File: config.mk
export PLATFORM = sky130hd
export DESIGN_NAME = mul_sequencer_flat
export DESIGN_NICKNAME = d
export VERILOG_FILES = /design/src/rtl/mul_sequencer_pkg.sv /design/src/rtl/mul_sequencer_if.sv /design/src/rtl/mul_sequencer_alu.sv /design/src/rtl/mul_sequencer.sv /design/src/flat_wrapper.sv
export SDC_FILE = /design/constraint.sdc
export NUM_CORES = 1
export LEC_CHECK = 0
export ABC_AREA = 1
export CAP_MARGIN = 20
export CELL_PAD_IN_SITES_DETAIL_PLACEMENT = 0
export CELL_PAD_IN_SITES_GLOBAL_PLACEMENT = 1
export CORE_ASPECT_RATIO = 0.9
export CORE_MARGIN = 1
export CORE_UTILIZATION = 46
export CTS_CLUSTER_DIAMETER = 30
export CTS_CLUSTER_SIZE = 24
export DETAILED_ROUTE_END_ITERATION = 16
export DONT_BUFFER_PORTS = 1
export PLACE_DENSITY_LB_ADDON = 0.1
export RECOVER_POWER = 25
export SYNTH_ARGS = -nofsm -noshare
export SYNTH_HDL_FRONTEND = slang
export SYNTH_HIERARCHICAL = 1
export SYNTH_SLANG_ARGS = --single-unit
File: constraint.sdc
create_clock -name clk -period 3 [get_ports clk]
set_clock_uncertainty 0.05 [all_clocks]
set_input_delay 0.6 -clock clk [delete_from_list [all_inputs] [get_ports clk]]
set_output_delay 0.6 -clock clk [all_outputs]
set_load 0.01 [all_outputs]
File: src/rtl/mul_sequencer_pkg.sv
// mul_pkg: definitions shared by the multiply sequencer slice.
//   XLEN      - datapath width of the shared ALU
//   state_t   - sequencer states (IDLE, RUN, DONE)
//   ALU_*     - ALU function select codes
package mul_pkg;

    localparam int unsigned XLEN = 32;

    typedef enum logic [1:0] {
        S_IDLE = 2'd0,
        S_RUN  = 2'd1,
        S_DONE = 2'd2
    } state_t;

    localparam logic [2:0] ALU_ADD = 3'b000;
    localparam logic [2:0] ALU_SUB = 3'b001;
    localparam logic [2:0] ALU_AND = 3'b010;
    localparam logic [2:0] ALU_OR  = 3'b011;
    localparam logic [2:0] ALU_SLT = 3'b100;
    localparam logic [2:0] ALU_XOR = 3'b101;

endpackage

File: src/rtl/mul_sequencer_if.sv
// mul_sequencer_if: request/response bundle between the hazard unit / EX
// stage (master) and the multiply sequencer (slave).
//   start, flush          - request and abort (master -> slave)
//   operand_a, operand_b  - multiplicand / multiplier, sampled with start
//   busy, done, result    - status and low-word product (slave -> master)
import mul_pkg::*;

interface mul_sequencer_if #(
    parameter int unsigned WIDTH = XLEN
);
    logic             start;
    logic             flush;
    logic [WIDTH-1:0] operand_a;
    logic [WIDTH-1:0] operand_b;
    logic             busy;
    logic             done;
    logic [WIDTH-1:0] result;

    modport master (
        output start, flush, operand_a, operand_b,
        input  busy, done, result
    );

    modport slave (
        input  start, flush, operand_a, operand_b,
        output busy, done, result
    );
endinterface

File: src/rtl/mul_sequencer_alu.sv
// alu: shared combinational ALU.
//   input_a, input_b - operands
//   alu_function     - operation select (ALU_* codes)
//   alu_output       - result
//   zero             - high when alu_output is all zeros
import mul_pkg::*;

module alu #(
    parameter int unsigned WIDTH = XLEN
) (
    input  logic [WIDTH-1:0] input_a,
    input  logic [WIDTH-1:0] input_b,
    input  logic [2:0]       alu_function,
    output logic [WIDTH-1:0] alu_output,
    output logic             zero
);

    always_comb begin
        alu_output = '0;
        case (alu_function)
            ALU_ADD: alu_output = input_a + input_b;
            ALU_SUB: alu_output = input_a - input_b;
            ALU_AND: alu_output = input_a & input_b;
            ALU_OR:  alu_output = input_a | input_b;
            ALU_SLT: alu_output[0] = ($signed(input_a) < $signed(input_b));
            ALU_XOR: alu_output = input_a ^ input_b;
            default: alu_output = '0;
        endcase
    end

    assign zero = (alu_output == '0);

endmodule

File: src/rtl/mul_sequencer.sv
// mul_sequencer: multi-cycle RV32M MUL (low word) built on the shared ALU
// by shift-and-add. Terminates early once no multiplier bits remain.
//   clk  - rising-edge clock
//   rst  - synchronous active-high reset
//   bus  - slave side of mul_sequencer_if (start/flush/operands in,
//          busy/done/result out; all outputs registered)
import mul_pkg::*;

module mul_sequencer #(
    parameter int unsigned WIDTH = XLEN
) (
    input  logic            clk,
    input  logic            rst,
    mul_sequencer_if.slave  bus
);

    localparam int unsigned    CW       = (WIDTH > 1) ? $clog2(WIDTH) : 1;
    localparam logic [CW-1:0]  CNT_LAST = CW'(WIDTH - 1);

    state_t           state_q,  state_d;
    logic [WIDTH-1:0] mcand_q,  mcand_d;
    logic [WIDTH-1:0] mplier_q, mplier_d;
    logic [WIDTH-1:0] acc_q,    acc_d;
    logic [CW-1:0]    count_q,  count_d;
    logic [WIDTH-1:0] result_q, result_d;
    logic             busy_q,   busy_d;
    logic             done_q,   done_d;

    logic [WIDTH-1:0] alu_sum;
    logic             alu_zero;
    logic [WIDTH-1:0] acc_step;

    alu #(
        .WIDTH (WIDTH)
    ) u_alu (
        .input_a      (acc_q),
        .input_b      (mcand_q),
        .alu_function (ALU_ADD),
        .alu_output   (alu_sum),
        .zero         (alu_zero)
    );

    // The zero flag plays no part in multiplication; keep it tied to a
    // consistency check so a broken ALU is visible in simulation.
    always_comb begin
        assert (alu_zero == (alu_sum == '0));
    end

    // Accumulator value for this RUN cycle, including the conditional add.
    assign acc_step = mplier_q[0] ? alu_sum : acc_q;

    always_comb begin
        state_d  = state_q;
        mcand_d  = mcand_q;
        mplier_d = mplier_q;
        acc_d    = acc_q;
        count_d  = count_q;
        result_d = result_q;

        case (state_q)
            S_IDLE, S_DONE: begin
                if (bus.start) begin
                    mcand_d  = bus.operand_a;
                    mplier_d = bus.operand_b;
                    acc_d    = '0;
                    count_d  = '0;
                    state_d  = S_RUN;
                end else begin
                    state_d  = S_IDLE;
                end
            end
            S_RUN: begin
                acc_d    = acc_step;
                mcand_d  = mcand_q << 1;
                mplier_d = mplier_q >> 1;
                count_d  = count_q + CW'(1);
                // Stop as soon as the remaining multiplier is empty; the
                // count limit only matters when bit WIDTH-1 is set.
                if (((mplier_q >> 1) == '0) || (count_q == CNT_LAST)) begin
                    state_d  = S_DONE;
                    result_d = acc_step;
                end
            end
            default: state_d = S_IDLE;
        endcase

        // Abort overrides anything computed above, including a start.
        if (bus.flush) begin
            state_d  = S_IDLE;
            mcand_d  = mcand_q;
            mplier_d = mplier_q;
            acc_d    = acc_q;
            count_d  = count_q;
            result_d = result_q;
        end

        busy_d = (state_d == S_RUN);
        done_d = (state_d == S_DONE);
    end

    always_ff @(posedge clk) begin
        if (rst) begin
            state_q  <= S_IDLE;
            mcand_q  <= '0;
            mplier_q <= '0;
            acc_q    <= '0;
            count_q  <= '0;
            result_q <= '0;
            busy_q   <= 1'b0;
            done_q   <= 1'b0;
        end else begin
            state_q  <= state_d;
            mcand_q  <= mcand_d;
            mplier_q <= mplier_d;
            acc_q    <= acc_d;
            count_q  <= count_d;
            result_q <= result_d;
            busy_q   <= busy_d;
            done_q   <= done_d;
        end
    end

    assign bus.busy   = busy_q;
    assign bus.done   = done_q;
    assign bus.result = result_q;

endmodule

File: src/flat_wrapper.sv
// flat-port wrapper written by rule: the top's interface ports become plain ports
module mul_sequencer_flat 
#(
    parameter int unsigned WIDTH = XLEN
)
  (clk, rst, bus_start, bus_flush, bus_operand_a, bus_operand_b, bus_busy, bus_done, bus_result);
  mul_sequencer_if #(.WIDTH(WIDTH)) bus_i ();
  input  logic clk;
  input  logic rst;
  input wire logic [$bits(bus_i.start)-1:0] bus_start;
  input wire logic [$bits(bus_i.flush)-1:0] bus_flush;
  input wire logic [$bits(bus_i.operand_a)-1:0] bus_operand_a;
  input wire logic [$bits(bus_i.operand_b)-1:0] bus_operand_b;
  output wire logic [$bits(bus_i.busy)-1:0] bus_busy;
  output wire logic [$bits(bus_i.done)-1:0] bus_done;
  output wire logic [$bits(bus_i.result)-1:0] bus_result;
  assign bus_i.start = bus_start;
  assign bus_i.flush = bus_flush;
  assign bus_i.operand_a = bus_operand_a;
  assign bus_i.operand_b = bus_operand_b;
  assign bus_busy = bus_i.busy;
  assign bus_done = bus_i.done;
  assign bus_result = bus_i.result;
  mul_sequencer #(.WIDTH(WIDTH)) u_core (.clk(clk), .rst(rst), .bus(bus_i));
endmodule
==> flow_summary_export.csv <==
group,metric,value,unit
detailed_routing,wl_met3,5.46,mm
placed_design,post-place-ws,0.116,ns
clock_tree,cts_setup_buffers,0,
die,fp-row-count,56,
grt,antenna_found_initial,0,
run_status,status,"finished with violations",
cells_and_area,stdcell_area,13800,um2
yosys,synth_warnings,6,
clock_tree,cts_tree,"yes",
cells_and_area,fin_nets,2289,
worst_setup_path,cp_data_arrival_time,3.09,ns
clock_tree,cts_made_buffers,17,
timing,slew_headroom,-1.62,%
detailed_routing,wl,47.3,mm
grt,grt.overflow.total,0,
clock_tree,cts_resized,0,
cells_and_area,diodes,0,
timing,slew_violations,74,
detailed_routing,firstDrtPassIters,6,
timing,worst_slew_pin_slew,1.52,ns
die,die-area,27900,um2
yosys,synth_area,12500,um2
detailed_routing,via_count,13452,
timing,rsz0062_at_grt,"no",
placed_design,hpwl,37.1,mm
worst_setup_path,critPathMaxFanout,7,
worst_setup_path,crit_chain,"inv_1, ha_1, nand2_1, nor2_1, inv_1, nor2_1, nand2_1, nand2_2, a21oi_1, o21ai_0, nand3_1, mux2i_1, nand3_1, nand2_1, nor2_1",
worst_setup_path,startpoint_type,"register",
die,fp.dieH,159,um
cells_and_area,final_cells,2472,
grt,grt_pass1_wl,71.5,mm
cells_and_area,multi_input_area,8070,um2
grt,grt_usage,34.1,%
clock_tree,cts.root.buffer_cell,"clkbuf_16",
timing,final-hold-violation-count,0,
die,die_w,176,um
worst_setup_path,endpoint_kind,"register",
die,core,26400,um2
timing,finalWorstSetupSlack,0.194,ns
placed_design,dpl.cell_count,2440,
detailed_routing,drc,0,
worst_setup_path,cpPeakStageDelay,0.43,ns
worst_setup_path,path_class,"reg -> reg",
clock_tree,hold_buffers,0,
die,ios,102,
timing,fin_crit,2.81,ns
cells_and_area,areaGrowthSynthToFinish,9.85,%
clock_tree,clk_latency,0.44,ns
cells_and_area,regArea,2740,um2
timing,tns,0,ns
power,pwr_density_cell,384,nW/um2
worst_setup_path,critPathTopFamily,"simple AND/OR/NAND/NOR gates",
placed_design,numPortBuffers,0,
timing,fmax,356,MHz
grt,grt_pass1_vias,12238,
die,start_util,47.4,%
yosys,syn_inst,2087,
placed_design,place_congestion,1.02,
hold_path,hp-class,"in -> reg",
clock_tree,clk_pin_slew,0.07,ns
detailed_routing,via_per_inst,5.44,
detailed_routing,drt_iter0_drc,1474,
clock_tree,h-tree-depth,4,
timing,timing.final.setup_violations,0,
detailed_routing,wl_met2,18.3,mm
placed_design,place_area,13200,um2
cells_and_area,final_util,52.1,%
worst_setup_path,cp_num_cells,15,
run_status,violations,"max-capacitance violations, max-slew violations",
worst_setup_path,slowest_stage,"dfxtp_1",
detailed_routing,dr.max_layer_used,"met4",
power,power_leakage,6.84,nW
clock_tree,clk_path_buf_depth,2,
worst_setup_path,crit_buf_inv,2,
timing,fin_crit_sh,93.5,%
worst_setup_path,crit_required,3.28,ns
cells_and_area,fillers,2792,
detailed_routing,routedWlPerCell,19.1,um
run,drv_cap,1,
yosys,avgSynthCellArea,6.00,um2
clock_tree,cts_num_sinks,137,
detailed_routing,ant_nets,0,
grt,grt_max_degree,74,
detailed_routing,wl_met1,23.0,mm
hold_path,holdPathStages,1,
cells_and_area,drive_gt1_share,8.38,%
power,ir_drop,385,uV
worst_setup_path,worstRegToRegCells,15,
path summary, 6_finish.rpt:
check / to / slack (ns) / start
setup reg to reg: u_core/bus.result[15]$_SDFFE_PP0P_ / 0.19 / u_core/acc_q[7]$_SDFFE_PP0P_
hold reg to reg: u_core/count_q[4]$_SDFFE_PP0P_ / 0.41 / u_core/count_q[4]$_SDFFE_PP0P_
hold / removal: u_core/acc_q[6]$_SDFFE_PP0P_ / 0.17 / rst
setup / recovery: u_core/bus.result[15]$_SDFFE_PP0P_ / 0.19 / u_core/acc_q[7]$_SDFFE_PP0P_
layer usage:
metal | up-vias | global-route usage (%)
met3 | 34 | 10.4
met1 | 6123 | 50.7
met2 | 584 | 47.0
met4 | 0 | 7.66
met5 | - | 0
li1 | 6711 | -
sequential cells by signal, summed over array words and instances (netlist names):
register / flops
u_core/count_q: 5
u_core/bus.busy: 1
u_core/bus.result: 32
u_core/mcand_q: 32
u_core/bus.done: 1
u_core/state_q: 2
u_core/acc_q: 32
u_core/mplier_q: 32
report_power, final:
part,total (mW),leakage (nW),internal (mW),switching (mW)
Sequential,1.96,1.12,1.90,0.0670
Clock,2.08,0.265,1.09,0.985
Combinational,1.25,5.46,0.373,0.876
layout make-up:
type	instances	share of cell area [%]
flip-flops and latches	137	19.9
inverters	333	9.12
clock inverters	15	0.964
well taps	348	3.16
repair buffers	93	5.11
clock buffers	17	3.09
multi-input cells	1529	58.6
stage by stage:
step           total power, mW  hold WS, ns
2_1_floorplan             2.82        0.394
3_3_place_gp              3.18        0.398
3_5_place_dp              3.18        0.404
4_1_cts                   5.26        0.148
5_1_grt                   5.52        0.153
6_report                  5.29        0.170
cell usage in the layout (no fill, tap or decap), drive strengths merged, types with 2 or more instances in the layout:
| master | count |
|---|---|
| nand3 | 176 |
| mux2i | 11 |
| and2 | 6 |
| clkinvlp | 4 |
| o211ai | 2 |
| nor4 | 2 |
| o21ai | 110 |
| a221oi | 14 |
| o21bai | 5 |
| fa | 2 |
| a31oi | 63 |
| nor3 | 19 |
| ha | 108 |
| a21oi | 100 |
| o2111ai | 2 |
| clkbuf | 20 |
| conb | 13 |
| o22ai | 10 |
| nor2 | 145 |
| clkinv | 5 |
| mux2 | 21 |
| buf | 90 |
| dfxtp | 137 |
| nand4 | 33 |
| inv | 339 |
| o31ai | 11 |
| nand2 | 672 |
Power figures use the tool's default switching activity.
